File: config.mk
export PLATFORM = sky130hd
export DESIGN_NAME = adc_sample_reader
export DESIGN_NICKNAME = d
export VERILOG_FILES = /design/src/rtl/adc_pkg.sv /design/src/rtl/adc_spi_rx.sv /design/src/rtl/adc_sample_reader.sv
export SDC_FILE = /design/constraint.sdc
export NUM_CORES = 1
export LEC_CHECK = 0
export BUFFER_PORTS_ARGS = -buffer_cell sky130_fd_sc_hd__buf_2
export CAP_MARGIN = 5
export CELL_PAD_IN_SITES_DETAIL_PLACEMENT = 1
export CELL_PAD_IN_SITES_GLOBAL_PLACEMENT = 1
export CORE_MARGIN = 2
export CORE_UTILIZATION = 52
export DETAILED_ROUTE_END_ITERATION = 8
export PLACE_DENSITY = 0.8
export SKIP_LAST_GASP = 1
export SYNTH_ARGS = -nofsm -noshare
export SYNTH_HDL_FRONTEND = slang
export SYNTH_SLANG_ARGS = --single-unit
File: constraint.sdc
create_clock -name clk -period 4.1 [get_ports clk]
set_input_delay 0.41 -clock clk [delete_from_list [all_inputs] [get_ports clk]]
set_output_delay 0.41 -clock clk [all_outputs]
set_load 0.005 [all_outputs]
File: src/rtl/adc_pkg.sv
// Shared constants and FSM encoding for the ADC sample reader.
package adc_pkg;

    localparam int unsigned CHANNEL_DATA_WIDTH = 18;
    localparam int unsigned ADC_FRAME_WIDTH    = 2 * CHANNEL_DATA_WIDTH;
    localparam int unsigned SPI_CLK_DIV        = 2;
    localparam int unsigned STATE_WIDTH        = 5;

    typedef enum logic [STATE_WIDTH-1:0] {
        StIdle     = 5'b00001,
        StCnv      = 5'b00010,
        StWaitBusy = 5'b00100,
        StShift    = 5'b01000,
        StDone     = 5'b10000
    } adc_state_e;

endpackage

File: src/rtl/adc_spi_rx.sv
// Receive-only SPI shift engine: clocks in FRAME_WIDTH bits MSB first, sck idles low.
module adc_spi_rx #(
    parameter int unsigned SPI_CLK_DIV = adc_pkg::SPI_CLK_DIV,
    parameter int unsigned FRAME_WIDTH = adc_pkg::ADC_FRAME_WIDTH
) (
    input  logic                   clk,
    input  logic                   rst,
    input  logic                   start,
    input  logic                   miso,
    output logic                   sck,
    output logic [FRAME_WIDTH-1:0] frame,
    output logic                   done
);

    localparam int unsigned DIV_W = (SPI_CLK_DIV > 1) ? $clog2(SPI_CLK_DIV) : 1;
    localparam int unsigned BIT_W = $clog2(FRAME_WIDTH + 1);

    logic                   r_active;
    logic                   r_sck;
    logic [DIV_W-1:0]       r_div_cnt;
    logic [BIT_W-1:0]       r_bit_cnt;
    logic [FRAME_WIDTH-1:0] r_shift;

    logic w_div_end;
    logic w_fall;

    assign w_div_end = (r_div_cnt == DIV_W'(SPI_CLK_DIV - 1));
    assign w_fall    = r_active & r_sck & w_div_end;
    assign done      = w_fall & (r_bit_cnt == BIT_W'(FRAME_WIDTH - 1));
    // Includes the bit sampled on this edge, so it is complete whenever done is high.
    assign frame     = {r_shift[FRAME_WIDTH-2:0], miso};
    assign sck       = r_sck;

    always_ff @(posedge clk or negedge rst) begin
        if (!rst) begin
            r_active  <= 1'b0;
            r_sck     <= 1'b0;
            r_div_cnt <= '0;
            r_bit_cnt <= '0;
            r_shift   <= '0;
        end else if (start) begin
            r_active  <= 1'b1;
            r_sck     <= 1'b0;
            r_div_cnt <= '0;
            r_bit_cnt <= '0;
        end else if (r_active) begin
            if (w_div_end) begin
                r_div_cnt <= '0;
                r_sck     <= ~r_sck;
                if (r_sck) begin
                    r_shift   <= frame;
                    r_bit_cnt <= r_bit_cnt + 1'b1;
                    if (done) begin
                        r_active <= 1'b0;
                    end
                end
            end else begin
                r_div_cnt <= r_div_cnt + 1'b1;
            end
        end
    end

endmodule

File: src/rtl/adc_sample_reader.sv
// ADC front-end: CNV pulse, wait for synchronised BUSY, read a two-channel SPI frame.
module adc_sample_reader #(
    parameter int unsigned CHANNEL_DATA_WIDTH = adc_pkg::CHANNEL_DATA_WIDTH,
    parameter int unsigned SPI_CLK_DIV        = adc_pkg::SPI_CLK_DIV,
    parameter int unsigned CNV_HIGH_CYCLES    = 4,
    parameter int unsigned BUSY_TIMEOUT       = 200,
    parameter int unsigned TIMEOUT_WIDTH      = 8
) (
    input  logic                          clk,
    input  logic                          rst,
    input  logic                          sample_req,
    output logic                          adc_cnv,
    input  logic                          adc_busy,
    output logic                          sck,
    input  logic                          miso,
    output logic [CHANNEL_DATA_WIDTH-1:0] ch1_data,
    output logic [CHANNEL_DATA_WIDTH-1:0] ch2_data,
    output logic                          sample_valid,
    output logic                          busy,
    output logic                          overrun,
    output logic                          timeout
);

    import adc_pkg::*;

    localparam int unsigned FRAME_W = 2 * CHANNEL_DATA_WIDTH;
    localparam int unsigned CNV_W   = $clog2(CNV_HIGH_CYCLES + 1);

    adc_state_e                  r_state;
    adc_state_e                  w_state_next;
    logic                        r_busy_s1;
    logic                        r_busy_s2;
    logic                        r_seen_high;
    logic [CNV_W-1:0]            r_cnv_cnt;
    logic [TIMEOUT_WIDTH-1:0]    r_to_cnt;
    logic                        r_cnv;
    logic                        r_overrun;
    logic                        r_timeout;
    logic [CHANNEL_DATA_WIDTH-1:0] r_ch1;
    logic [CHANNEL_DATA_WIDTH-1:0] r_ch2;

    logic               w_complete;
    logic               w_expired;
    logic               w_spi_start;
    logic               w_spi_done;
    logic [FRAME_W-1:0] w_frame;

    assign w_complete = r_seen_high & ~r_busy_s2;
    assign w_expired  = (r_to_cnt == TIMEOUT_WIDTH'(BUSY_TIMEOUT - 1));

    always_comb begin
        w_state_next = r_state;
        w_spi_start  = 1'b0;
        unique case (r_state)
            StIdle:     if (sample_req) w_state_next = StCnv;
            StCnv:      if (r_cnv_cnt == CNV_W'(CNV_HIGH_CYCLES - 1)) w_state_next = StWaitBusy;
            StWaitBusy: begin
                // Completion wins over expiry on the same cycle.
                if (w_complete) begin
                    w_state_next = StShift;
                    w_spi_start  = 1'b1;
                end else if (w_expired) begin
                    w_state_next = StIdle;
                end
            end
            StShift:    if (w_spi_done) w_state_next = StDone;
            StDone:     w_state_next = StIdle;
            default:    w_state_next = StIdle;
        endcase
    end

    always_ff @(posedge clk or negedge rst) begin
        if (!rst) begin
            r_state     <= StIdle;
            r_busy_s1   <= 1'b0;
            r_busy_s2   <= 1'b0;
            r_seen_high <= 1'b0;
            r_cnv_cnt   <= '0;
            r_to_cnt    <= '0;
            r_cnv       <= 1'b0;
            r_overrun   <= 1'b0;
            r_timeout   <= 1'b0;
            r_ch1       <= '0;
            r_ch2       <= '0;
        end else begin
            r_state     <= w_state_next;
            r_busy_s1   <= adc_busy;
            r_busy_s2   <= r_busy_s1;
            r_seen_high <= (r_state == StWaitBusy) & (r_seen_high | r_busy_s2);
            r_cnv_cnt   <= (r_state == StCnv) ? r_cnv_cnt + 1'b1 : '0;
            r_to_cnt    <= (r_state == StWaitBusy) ? r_to_cnt + 1'b1 : '0;
            r_cnv       <= (w_state_next == StCnv);
            r_overrun   <= sample_req & (r_state != StIdle);
            r_timeout   <= (r_state == StWaitBusy) & ~w_complete & w_expired;
            if ((r_state == StShift) && w_spi_done) begin
                r_ch1 <= w_frame[FRAME_W-1:CHANNEL_DATA_WIDTH];
                r_ch2 <= w_frame[CHANNEL_DATA_WIDTH-1:0];
            end
        end
    end

    adc_spi_rx #(
        .SPI_CLK_DIV (SPI_CLK_DIV),
        .FRAME_WIDTH (FRAME_W)
    ) u_spi_rx (
        .clk   (clk),
        .rst   (rst),
        .start (w_spi_start),
        .miso  (miso),
        .sck   (sck),
        .frame (w_frame),
        .done  (w_spi_done)
    );

    assign adc_cnv      = r_cnv;
    assign ch1_data     = r_ch1;
    assign ch2_data     = r_ch2;
    assign sample_valid = (r_state == StDone);
    assign busy         = (r_state != StIdle);
    assign overrun      = r_overrun;
    assign timeout      = r_timeout;

endmodule

[Word-level counts from Yosys, hierarchy flattened]
Cells that the tools add are included.
Operators by class
  add/sub/neg operators: 4
  equality and inequality tests: 10
  mux-type cells: 25
  bitwise operators: 13
  reductions and logical operators: 7
Operators by type and width (count)
  two-way mux 5 bit: 5
  two-way mux 6 bit: 4
  case mux 5 bit (4 select lines): 1
  two-way mux 1 bit: 13
  equality test 5 x 2 -> 1 bit, second input constant: 2
  adder 8 x 1 -> 8 bit, second input constant: 1
  bitwise AND 1 bit: 8
  equality test 8 bit, second input constant: 1
  two-way mux 8 bit: 1
  adder 6 x 1 -> 6 bit, second input constant: 1
  equality test 6 bit, second input constant: 1
  nonzero test 2 bit: 3
  equality test 5 x 1 -> 1 bit, second input constant: 1
  equality test 5 x 3 -> 1 bit, second input constant: 1
  equality test 5 x 4 -> 1 bit, second input constant: 1
  equality test 5 bit, second input constant: 1
  inequality test 5 x 1 -> 1 bit, second input constant: 1
  NOT 1 bit: 4
  AND reduction 4 bit: 1
  adder 3 x 1 -> 3 bit, second input constant: 1
  equality test 3 x 2 -> 1 bit, second input constant: 1
  two-way mux 3 bit: 1
  AND reduction 3 bit: 1
  AND reduction 2 bit: 1
  other kinds (3): 3
Word-level totals
  register bits: 102
  input port bits: 5
  output and inout port bits: 42
  logic and storage cells: 75

[Depth between registers and ports, before layout]
  word-level depth: 8
  mapped depth: 6
  gate-level depth less buffers: 5

[Hierarchy]
From an unflattened synthesis, not the netlist that was laid out.
Second synthesis, totals
  cells, all modules: 278
  area, all modules: 4295.4 µm²
By module, submodules not included
  adc_sample_reader: times used 1, cells each 161, area an instance 2402.3 µm², sequential area each 1452.6 µm²
  adc_spi_rx: times used 1, cells each 117, area an instance 1893.1 µm², sequential area each 1101.1 µm²

[Worst setup path before layout]
No wires, ideal clock.
  kind: register to register
  start point: reg u_spi_rx.r_bit_cnt[4]
  end point: reg r_ch1[0] (netlist: ch1_data[0])
  library setup time: 125 ps
  arrival time: 1522 ps
  data required time: 3975 ps
  setup slack: 2454 ps
  stages on the path, launching flop included: 6
  buffers on the path: 1
  period minus slack after synthesis: 1646 ps
  path through: dfrtp_1 nor4b_4 nand3_4 nor2_8 buf_6 mux2_2
Between the ends
  cells in the longest elaborated chain, start to end: 3
RTL lines
  start, declared: RTL line adc_spi_rx.sv:21  | logic [BIT_W-1:0] r_bit_cnt;
  start signal, assigned: RTL line adc_spi_rx.sv:52  | r_bit_cnt <= r_bit_cnt + 1'b1;
  equality test 6 bit: RTL line adc_spi_rx.sv:29  | assign done = w_fall & (r_bit_cnt == BIT_W'(FRAME_WIDTH - 1));
  bitwise AND 1 bit: RTL line adc_spi_rx.sv:29
  logical AND 1 bit: RTL line adc_sample_reader.sv:95  | if ((r_state == StShift) && w_spi_done) begin
  end signal, assigned: RTL line adc_sample_reader.sv:96  | r_ch1 <= w_frame[FRAME_W-1:CHANNEL_DATA_WIDTH];
  end, declared: RTL line adc_sample_reader.sv:39  | logic [CHANNEL_DATA_WIDTH-1:0] r_ch1;
No other way between the ends.
A chain may end at the register's enable or synchronous reset.

[Worst setup path after layout]
  start point: reg r_state[2]
  end point: reg u_spi_rx.r_shift[22]
Between the ends
  cells in the longest elaborated chain, start to end: 4
RTL lines
  start, declared: RTL line adc_sample_reader.sv:29  | adc_state_e r_state;
  start signal, assigned: RTL line adc_sample_reader.sv:74  | r_state <= StIdle;
  start signal, assigned: RTL line adc_sample_reader.sv:86  | r_state <= w_state_next;
  equality test 5 x 3 -> 1 bit: RTL line adc_sample_reader.sv:54  | unique case (r_state)
  two-way mux 1 bit: RTL line adc_sample_reader.sv:54
  NOT 1 bit (no line)
  AND reduction 4 bit (no line)
  end signal, assigned: RTL line adc_spi_rx.sv:51  | r_shift <= frame;
  end, declared: RTL line adc_spi_rx.sv:22  | logic [FRAME_WIDTH-1:0] r_shift;
No other way between the ends.

==> results by group <==
Routing
  – Vias post-DR: 2,308
  – WL per Instance: 18.55 um
  – Remaining antenna violation count: 0
  – TritonRoute pass-1 iters: 4
  – DRC viols: 0
  – Detailed-route vias per instance: 5.343
  – Routed WL: 8013 um
  – Starting DRC count in detailed routing: 95

Logic synthesis
  – Post-synth EDFFs: 0
  – Post-synthesis cell type count: 38
  – Synth Warn #: 0
  – Syn_nets: 286
  – Number of synthesized register bits: 102
  – Post-synth top area share: 60.44%
  – Most numerous cell in the Yosys netlist: dfrtp_1
  – Mapped cell area: 4182 sq um
  – Sequential element share of the synthesized area: 61.07%
  – Top FF cell, synth: dfrtp_1
  – Yosys top cell by area: dfrtp_1
  – Gate Count Post-Synth: 277
  – Largest cells by area after synthesis: dfrtp_1, mux2_4, mux2_2
  – Post-synth ARST share: 100.0%
  – Post-Syn Area per Cell: 15.10 sq um
  – Synth top cells by count: dfrtp_1, mux2_2, mux2_4

Worst setup path
  – Data arrival time of the critical path: 2.81 ns
  – FF-to-FF Start: r_state[2]
  – Crit path kind: register to register
  – RR Endpoint: u_spi_rx.r_shift[22]
  – Startpoint types: register
  – R2r setup slk: 1.53 ns
  – Crit path max fanout: 23
  – Reg2Reg Depth: 5
  – Critical Path Sink Type: register
  – Worst EP required: 4.34 ns

Placed design
  – Port-buffer cells: 46
  – Final HPWL DP: 4906 um
  – Placer Congestion: 0.7341
  – Post-Place Setup Slack: 1.559 ns
  – Area post-placement: 4471 sq um

Timing
  – Min cycle time layout: 2.569 ns
  – Relative slew slack: 38.85%
  – Post-route setup slack: 1.531 ns
  – Final period utilization: 62.65%
  – Clock Skew: 0.01212 ns
  – Hold_ws: 0.1634 ns
  – Setup TNS: 0 ns
  – Slew @ Worst Pin: 0.9172 ns
  – Maximum clock frequency: 0.3893 GHz
  – Final setup fails: 0
  – RSZ-0062 raised after global routing: false
  – Fin. Hold Viols: 0
  – Final Max Tran Viols: 0

Worst hold path
  – Worst Hold End: r_busy_s1
  – Hold Startpoint: adc_busy
  – Hold Path Class: input pin to register
  – Min-Delay Path Depth: 1

Floorplanning
  – Die H: 93.68 um
  – CORE AREA: 7767 sq um
  – Starting Density: 53.83%
  – Die area: 8775 sq um
  – Rows: 32
  – # IOs: 47
  – Chip Width: 93.68 um

Clock tree
  – Total CTS buffers: 9
  – CTS Hold Bufs: 0
  – CTS tree: yes
  – # H-tree levels: 3
  – Post-cts resize count: 0
  – CTS Sinks: 102
  – Clk_lat worst skew: 0.35 ns
  – Post-CTS Setup Bufs: 0
  – CTS root buf: clkbuf_8
  – Reg clk slew, reported paths: 0.10 ns
  – Maximum clock path buffer count: 2

Final layout
  – Area grow syn2layout: 12.78%
  – Design area: 4716 sq um
  – Ratio of cells with drive above 1 in the final layout: 42.42%
  – Filler cells: 786
  – Antenna cells: 0
  – Layout Utilization: 60.71%
  – Count of nets after finishing: 335

Global routing
  – Pin count of the biggest net entering global routing: 74
  – Antenna violations before repair: 0
  – First-pass GRT wire length: 13,450 um
  – GRT overflow: 0
  – Total global-route track usage: 19.93%
  – Number of global-route vias before repair: 2,536

Power
  – Peak VDD IR: 0.0002780 V
  – Pwr Density: 406.1 nW/um^2
  – Leak: 2.484 nW

Run status
  – Status: finished clean

Flow run
  – Max Cap Viol: 0
logic make-up (layout without fill, tap and decap cells):
logic type,count (synthesis),after routing,share of synthesized area (%)
AOI/OAI and AO/OA,10,10,1.556
xor gates and xnor gates,13,13,2.723
buffers and inverters,13,66,2.514
adders and majority gates,4,4,1.197
and+or+nand+nor,63,63,8.887
DFF,102,102,61.07
muxes,72,72,22.05
cell type report:
| cell class | count | area [sq um] | share of cell area, % |
|---|---|---|---|
| Clock buffer | 10 | 137.6 | 2.919 |
| Clock inverter | 5 | 107.6 | 2.282 |
| Inverter | 3 | 11.26 | 0.2388 |
| Multi-Input combinational cell | 162 | 1530 | 32.45 |
| Sequential cell | 102 | 2554 | 54.15 |
| Tap cell | 102 | 127.6 | 2.706 |
| Timing Repair Buffer | 48 | 247.7 | 5.253 |
layout by cell type (no fill, tap or decap), types with 2 or more instances in the layout:
master     instances
nor2_1            24
nand2_1            5
xnor2_1            4
a21o_1             2
ha_1               4
mux2_2            39
nor3_1             2
clkbuf_8          10
xor2_1             9
bufinv_16          3
a21oi_1            2
nand3_1            7
mux2_4            30
buf_2             45
mux2_1             2
dfrtp_1          101
nand4_1            4
buf_4              3
inv_1              3
and3_1             8
o21ai_0            2
clkinv_4           2
flip-flops by register name (all words and copies together), names as in the netlist, 3 cells and up:
name,flops
ch1_data,18
u_spi_rx.r_shift,35
u_spi_rx.r_bit_cnt,6
r_state,5
r_cnv_cnt,3
r_to_cnt,8
ch2_data,18
layer usage:
layer,up-vias,wire [um],global-route usage (%)
met5,-,0,0
li1,1053,-,-
met1,1209,3745,27.80
met3,9,208,3.130
met2,37,3977,33.09
met4,0,82,5.072
worst max path at each step:
| stage | start | to | slack (ns) | cells past startpoint |
|---|---|---|---|---|
| global placement | r_state[0] | u_spi_rx.r_shift[20] | 1.62 | 5 |
| floorplan | u_spi_rx.r_bit_cnt[4] | ch1_data[0] | 2.45 | 5 |
| global route | r_state[2] | u_spi_rx.r_shift[22] | 1.38 | 5 |
| detailed placement | r_state[0] | u_spi_rx.r_shift[13] | 1.56 | 5 |
| finish | r_state[2] | u_spi_rx.r_shift[22] | 1.53 | 5 |
| CTS | r_state[2] | u_spi_rx.r_shift[22] | 1.51 | 5 |
stage by stage:
| stage | cells | total power, mW |
|---|---|---|
| floorplan | 277 | 1.121 |
| global placement | 417 | 1.168 |
| detailed placement | 417 | 1.174 |
| CTS | 432 | 1.932 |
| global route | 432 | 1.988 |
| finish | 432 | 1.915 |
report_power, final:
| group | switching, mW | internal (mW) |
|---|---|---|
| clock | 0.340 | 0.421 |
| combinational | 0.0682 | 0.0396 |
| sequential | 0.0188 | 1.03 |
worst max-delay path, stage by stage, from the launching register on:
cell,delay (ns)
dfrtp_1,0.44
nor2b_2,0.21
and3_1,0.34
nor2b_4,0.71
buf_4,0.40
mux2_4,0.34
(Power assumes the default switching activity.)
